==> config.mk <==
export PLATFORM = sky130hd
export DESIGN_NAME = ticker_scroll_ctrl
export DESIGN_NICKNAME = d
export VERILOG_FILES = /design/src/rtl/ticker_scroll_ctrl.sv
export SDC_FILE = /design/constraint.sdc
export NUM_CORES = 1
export LEC_CHECK = 0
export BUFFER_PORTS_ARGS = -buffer_cell sky130_fd_sc_hd__buf_2
export CORE_UTILIZATION = 64
export CTS_BUF_LIST = sky130_fd_sc_hd__clkbuf_8
export DETAILED_ROUTE_END_ITERATION = 12
export PLACE_DENSITY_LB_ADDON = 0.1
export SYNTH_ARGS = -nofsm -noshare
export SYNTH_HDL_FRONTEND = slang
export SYNTH_SLANG_ARGS = --single-unit
==> constraint.sdc <==
create_clock -name clk -period 9.7 [get_ports clk]
set_clock_uncertainty 0.1 [all_clocks]
set_input_delay 0 -clock clk [delete_from_list [all_inputs] [get_ports clk]]
set_output_delay 0 -clock clk [all_outputs]
set_load 0.05 [all_outputs]
==> src/rtl/ticker_scroll_ctrl.sv <==
// Scrolling ticker controller: loads a short message of 4-bit codes, then
// multiplexes it across eight active-low digits while stepping the scroll offset.
module ticker_scroll_ctrl #(
    parameter int         SCAN_DIV = 50000,
    parameter int         STEP_DIV = 64,
    parameter logic [3:0] BLANK    = 4'hF
) (
    input  logic       clk,
    input  logic       rst,
    input  logic       up,
    input  logic       run,
    input  logic       load,
    input  logic       wr_valid,
    input  logic [3:0] wr_data,
    input  logic       wr_last,
    output logic       wr_ready,
    output logic [7:0] enable,
    output logic [3:0] code,
    output logic       scrolling
);

    localparam int SCW = (SCAN_DIV > 1) ? $clog2(SCAN_DIV) : 1;
    localparam int STW = (STEP_DIV > 1) ? $clog2(STEP_DIV) : 1;

    typedef enum logic [1:0] {S_LOAD, S_RUN, S_HOLD} state_t;

    state_t           state_q, state_d;
    logic [3:0]       buf_q [16];
    logic [4:0]       len_q, len_d;
    logic [3:0]       wr_ptr_q, wr_ptr_d;
    logic [3:0]       offset_q, offset_d;
    logic [2:0]       dig_q, dig_d;
    logic [7:0]       enable_q, enable_d;
    logic [SCW-1:0]   scan_q, scan_d;
    logic [STW-1:0]   step_q, step_d;

    logic       scan_tick, step_tick, wr_fire, wr_final;
    logic [4:0] off_plus, len_m1, sum, idx;
    logic [3:0] offset_inc, offset_dec;

    assign scan_tick = (scan_q == SCW'(SCAN_DIV - 1));
    assign step_tick = (state_q == S_RUN) && scan_tick && (step_q == STW'(STEP_DIV - 1));
    // load wins over any write in the same cycle, including the final one
    assign wr_fire   = (state_q == S_LOAD) && wr_valid && !load;
    assign wr_final  = wr_fire && (wr_last || (wr_ptr_q == 4'd15));

    assign off_plus   = {1'b0, offset_q} + 5'd1;
    assign len_m1     = len_q - 5'd1;
    assign offset_inc = (off_plus == len_q) ? 4'd0 : off_plus[3:0];
    assign offset_dec = (offset_q == 4'd0) ? len_m1[3:0] : offset_q - 4'd1;

    assign sum       = {1'b0, offset_q} + {2'b00, dig_q};
    assign idx       = (len_q == 5'd0) ? 5'd0 : (sum % len_q);
    assign code      = (state_q == S_LOAD) ? BLANK : buf_q[idx[3:0]];
    assign wr_ready  = (state_q == S_LOAD);
    assign scrolling = (state_q == S_RUN);
    assign enable    = enable_q;

    always_comb begin
        state_d  = state_q;
        len_d    = len_q;
        wr_ptr_d = wr_ptr_q;
        offset_d = offset_q;
        dig_d    = dig_q;
        enable_d = enable_q;
        step_d   = step_q;
        scan_d   = scan_tick ? '0 : scan_q + SCW'(1);

        if (scan_tick) begin
            dig_d    = dig_q + 3'd1;
            enable_d = ~(8'd1 << dig_d);
        end

        case (state_q)
            S_LOAD: begin
                step_d = '0;
                if (load) begin
                    wr_ptr_d = 4'd0;
                end else if (wr_fire) begin
                    wr_ptr_d = wr_ptr_q + 4'd1;
                    if (wr_final) begin
                        len_d    = {1'b0, wr_ptr_q} + 5'd1;
                        offset_d = 4'd0;
                        state_d  = run ? S_RUN : S_HOLD;
                    end
                end
            end
            S_RUN: begin
                if (load) begin
                    state_d  = S_LOAD;
                    wr_ptr_d = 4'd0;
                    offset_d = 4'd0;
                    step_d   = '0;
                end else begin
                    if (scan_tick) step_d = step_tick ? '0 : step_q + STW'(1);
                    if (step_tick) offset_d = up ? offset_inc : offset_dec;
                    if (!run) state_d = S_HOLD;
                end
            end
            S_HOLD: begin
                if (load) begin
                    state_d  = S_LOAD;
                    wr_ptr_d = 4'd0;
                    offset_d = 4'd0;
                    step_d   = '0;
                end else if (run) begin
                    state_d = S_RUN;
                end
            end
            default: state_d = S_LOAD;
        endcase
    end

    always_ff @(posedge clk or posedge rst) begin
        if (rst) begin
            state_q  <= S_LOAD;
            len_q    <= 5'd0;
            wr_ptr_q <= 4'd0;
            offset_q <= 4'd0;
            dig_q    <= 3'd0;
            enable_q <= 8'hFE;
            scan_q   <= '0;
            step_q   <= '0;
        end else begin
            state_q  <= state_d;
            len_q    <= len_d;
            wr_ptr_q <= wr_ptr_d;
            offset_q <= offset_d;
            dig_q    <= dig_d;
            enable_q <= enable_d;
            scan_q   <= scan_d;
            step_q   <= step_d;
        end
    end

    // Message storage is only readable after a completed load, so it has no reset
    always_ff @(posedge clk) begin
        if (wr_fire) buf_q[wr_ptr_q] <= wr_data;
    end

endmodule

# Yosys cells after proc, flatten, opt, wreduce, memory -nomap -nowiden
# Memory sizes are Yosys's and may differ from the RTL's.
# Index checks and enable logic that the tools add are counted.
# classes
add_sub_neg,9
div_mod_pow,1
eq_ne,16
shifts,1
muxes,32
n_bitwise,2
n_reduce_logical,18
# op_table
op,n
$mux W4,13
$mux W6,4
$pmux W6 S3,1
$add A16 B1 Y16 const B,1
$eq A16 B16 Y1 const B,1
$mux W16,1
$mux W2,8
$pmux W4 S3,1
$add A4 B1 Y5 const B,2
$ne A3 B2 Y1 const B,3
$not A8 Y8,1
$pmux W4 S2,1
$shl A1 B3 Y8 const A,1
$sub A4 B1 Y4 const B,2
$add A6 B1 Y6 const B,1
$eq A6 B6 Y1 const B,1
$ne A2 B1 Y1 const B,3
$ne A3 B3 Y1 const B,2
$pmux W2 S3,1
$reduce_and A3 Y1,2
$reduce_and A6 Y1,1
$add A4 B3 Y5,1
$eq A5 B5 Y1,1
$logic_and A1 B1 Y1,5
other kinds (19),21
# totals
regBits,48
ramBits,64
input_bits,11
output_inout_bits,14
word_cells,88
n_memories,1
# memory_table
memory,words,word_bits,rd,rd_clocked_by_memory_dff,write_ports,line,rtl
buf_q,16,4,1,0,1,28,logic [3:0] buf_q [16];

# Depth between registers and ports, before layout
# depth
depth_word,8
depth_mapped,39
mapped_depth_nobuf,35

# Worst setup path before layout
# Ideal clock, no wire load.
# synth_timing
path_kind,reg-to-output
from,register offset_q[0]
to,output port code[2]
arrival_ns,8.045
required_ns,9.600
setup_slack_ns,1.555
path_stages_with_launch,38
path_buffers,3
cell_sequence,dfrtp_1 ha_1 inv_1 fa_1 nor2b_1 o21ai_0 inv_1 ha_1 a22oi_1 ha_1 nor2b_1 a2111oi_0 a221oi_1 and3_1 ha_1 and4b_1 o31ai_1 a211o_1 [... 2 more ...] ha_1 o21ai_0 a21o_1 a21oi_1 a21boi_0 nor2_1 ha_1 a21o_1 a31oi_2 o21ai_2 and2_4 buf_6 or2_1 buf_6 buf_6 o211a_1 a211o_1 a32oi_1
# synth_between
elab_chain_cells,5
# synth_rtl
element,line,rtl
"start, declared",31,"logic [3:0] offset_q, offset_d;"
"start signal, assigned",128,offset_q <= offset_d;
$add A4 B3 Y5,52,"assign sum = {1'b0, offset_q} + {2'b00, dig_q};"
$mod A5 B5 Y5,53,assign idx = (len_q == 5'd0) ? 5'd0 : (sum % len_q);
$mux W4,53,
$mem_v2 Z16 W4,n/a,
$mux W4,54,assign code = (state_q == S_LOAD) ? BLANK : buf_q[idx[3:0]];
"end, declared",18,"output logic [3:0] code,"
# Every way passes these cells.

# Worst setup path after layout
# layout_timing
from,register offset_q[0]
to,output port code[3]
# The elaborated chain is that of the path after synthesis.

==> impl_metrics.yaml <==
outcome:
  outcome: "finished clean"
clock_tree:
  cts_tree: "yes"
  root_buffer: "clkbuf_8"
  clk_latency_ns: 0.38
  path_clk_slew_ns: 0.10
  htreeDepth: 3
  cts_buffer_depth: 2
  post-cts-setup-buffers: 0
  cts_buffers: 9
  cts_sinks: 112
synthesis:
  syn-instance-count: 577
  synth_top_area_share_pct: 30.43
  synth_edf_count: 64
  synth_common_cells: "edfxtp_1, nor2_1, nand2_1"
  async_flop_share_pct: 42.86
  ys_ff_latch: 112
  synthFlopType: "edfxtp_1"
  syn_nets: 628
  ys_top_cells_by_area: "edfxtp_1, dfrtp_1, ha_1"
  synth_area_per_cell_um2: 10.94
  yosysTopAreaCell: "edfxtp_1"
  yosys_warnings: 0
  yosysMostFrequentCell: "edfxtp_1"
  seq_area_frac_synth_pct: 49.59
  synth_area_mm2: 0.006315
  ys_types: 61
die:
  initial_core_util_pct: 67.07
  die_y_um: 101.3
  io_pins: 25
  core_mm2: 0.009415
  rows: 35
  die_w_um: 101.3
  dieArea_mm2: 0.01027
setup_path:
  worstPathRequired_ns: 9.60
  slowest_delay_ns: 0.82
  cp-end-kind: "output port"
  crit_fanout: 22
  worstPathArrival_ns: 8.92
  crit_path_start_kind: "flop"
  cp_common_cell: "ha_1"
  cp_slowest_cell: "a21o_1"
  worst-setup-path-type: "flop to output port"
sta:
  setup_viol: 0
  worstMarginPinSlew_ns: 1.086
  setup_ws_ns: 0.6783
  post-route-min-period_ns: 9.022
  final-hold-violation-count: 0
  fin_setup_tns_ns: 0
  timing.fmax_ghz: 0.1108
  fin_crit_sh_pct: 93.01
  rsz0062_at_grt: "false"
  slew_headroom_pct: 27.14
  drv_slew: 0
routing:
  drtIter0Drc: 324
  vias_per_cell: 5.972
  drcViolationCount: 0
  first_pass_iters: 5
  dr_total_vias: 4407
  postRouteAntennaNets: 0
  routed_wl_um: 12840
  wl_per_cell_um: 17.40
global_route:
  grtUsageTotal_pct: 26.95
  grt_overflow: 0
  grt_pass1_vias: 4421
  grt_max_degree: 49
  antenna_found_initial: 0
  grt_pass1_wl_um: 21050
place:
  hpwl_um: 9249
  portBuffers: 24
  dpl_cell_area_mm2: 0.006495
  pre_cts_ws_ns: 0.8697
  finalWeightedCongestion: 0.9957
layout:
  nets: 655
  n_antenna_cell: 0
  postLayoutCoreUtil_pct: 71.92
  syn2layout_area_growth_pct: 7.232
  design_area_mm2: 0.006771
  drive_gt1_share_pct: 10.18
flow_run:
  max-cap-violations: 0
hold_path:
  worstHoldPathType: "input pin to flop"
state kept, by name, summed over array words and instances (netlist names):
| name | cells |
|---|---|
| state_q | 2 |
| wr_ptr_q | 4 |
| scan_q | 16 |
| buf_q | 64 |
| step_q | 6 |
| enable | 8 |
| dig_q | 3 |
| len_q | 5 |
| offset_q | 4 |
through the flow:
| step | instances | hold slack (ns) |
|---|---|---|
| after CTS | 738 | 0.02941 |
| after detailed placement | 713 | 0.1759 |
| final | 738 | 0.05015 |
| after floorplan | 577 | -0.001131 |
| after global placement | 713 | 0.1653 |
| after global routing | 738 | 0.07517 |
critical path: cells and delay by family, from the launching register on:
family | cells | cell delay (ns)
mux | 3 | 0.57
simple gates | 7 | 1.02
flops | 1 | 0.49
compound gates | 15 | 3.89
buf+inv | 3 | 0.43
fa+ha+maj | 7 | 2.12
path summary, 6_finish.rpt:
path                                              start                 endpoint  slack, ns  depth (start not counted)
worst max-delay path            offset_q[0]$_DFFE_PP0P_                  code[3]       0.68                         35
worst min register to register      scan_q[0]$_DFF_PP0_      scan_q[0]$_DFF_PP0_       0.36                          1
max in group asynchronous                           rst     len_q[4]$_DFFE_PP0P_       8.62                          3
min in group asynchronous                           rst     scan_q[12]$_DFF_PP0_       0.28                          3
worst min-delay path                           wr_valid     len_q[4]$_DFFE_PP0P_       0.05                          5
worst max register to register      scan_q[0]$_DFF_PP0_  offset_q[0]$_DFFE_PP0P_       6.35                          8
logic make-up (layout without fill, tap and decap cells):
| logic type | count (synthesis) | after routing | share of synthesized area, % |
|---|---|---|---|
| AOI/OAI and AO/OA | 127 | 127 | 13.93 |
| adders and majority gates | 40 | 40 | 8.163 |
| xor gates and xnor gates | 35 | 35 | 5.072 |
| buffers and inverters | 52 | 84 | 3.804 |
| and+or+nand+nor | 171 | 171 | 12.98 |
| DFF | 112 | 112 | 49.59 |
| muxes | 40 | 40 | 6.459 |
placed cells by master, fill, tap and decap left out, types with 4 or more instances in the layout:
master / n
buf_2: 24
ha_1: 38
o211a_1: 4
nor2_1: 50
inv_1: 33
a211o_1: 6
mux2i_1: 34
dfrtp_1: 41
nand2_1: 47
clkbuf_8: 9
xor2_1: 14
nand3_1: 12
edfxtp_1: 64
o31ai_1: 16
and2_1: 5
nor2b_1: 7
o21ai_0: 22
a21o_1: 7
o211ai_1: 10
a21oi_1: 18
and3_1: 10
a31oi_1: 11
a32oi_1: 5
mux2_2: 6
xnor2_1: 20
dfstp_2: 7
nand2b_1: 9
dlygate4sd3_1: 9
nor3_1: 15
nand3b_1: 5
repair_timing:
item	in CTS	in global routing
hold buffers	9	0
resized for setup	0	1
endpoints found under the hold margin	113	0
setup endpoints to repair	0	4
metal layers:
| metal | GRT usage, % | vias up | part of all wire (%) |
|---|---|---|---|
| li1 | - | 2156 | - |
| met1 | 35.96 | 2118 | 46 |
| met2 | 45.47 | 119 | 48 |
| met3 | 5.176 | 14 | 4.6 |
| met4 | 7.135 | 0 | 1.4 |
| met5 | 0 | - | 0 |
final cells by class:
class	count	area [um2]
clock buffers	9	123.9
clock inverters	7	62.56
fillers	692	2644
inverters	33	123.9
multi-input cells	413	2943
flip-flops and latches	112	3132
well taps	129	161.4
repair buffers	35	225.2
Power is left out: the tool's default activity adds up to more than one toggle a clock period on the data nets, which glitch-free logic cannot reach.
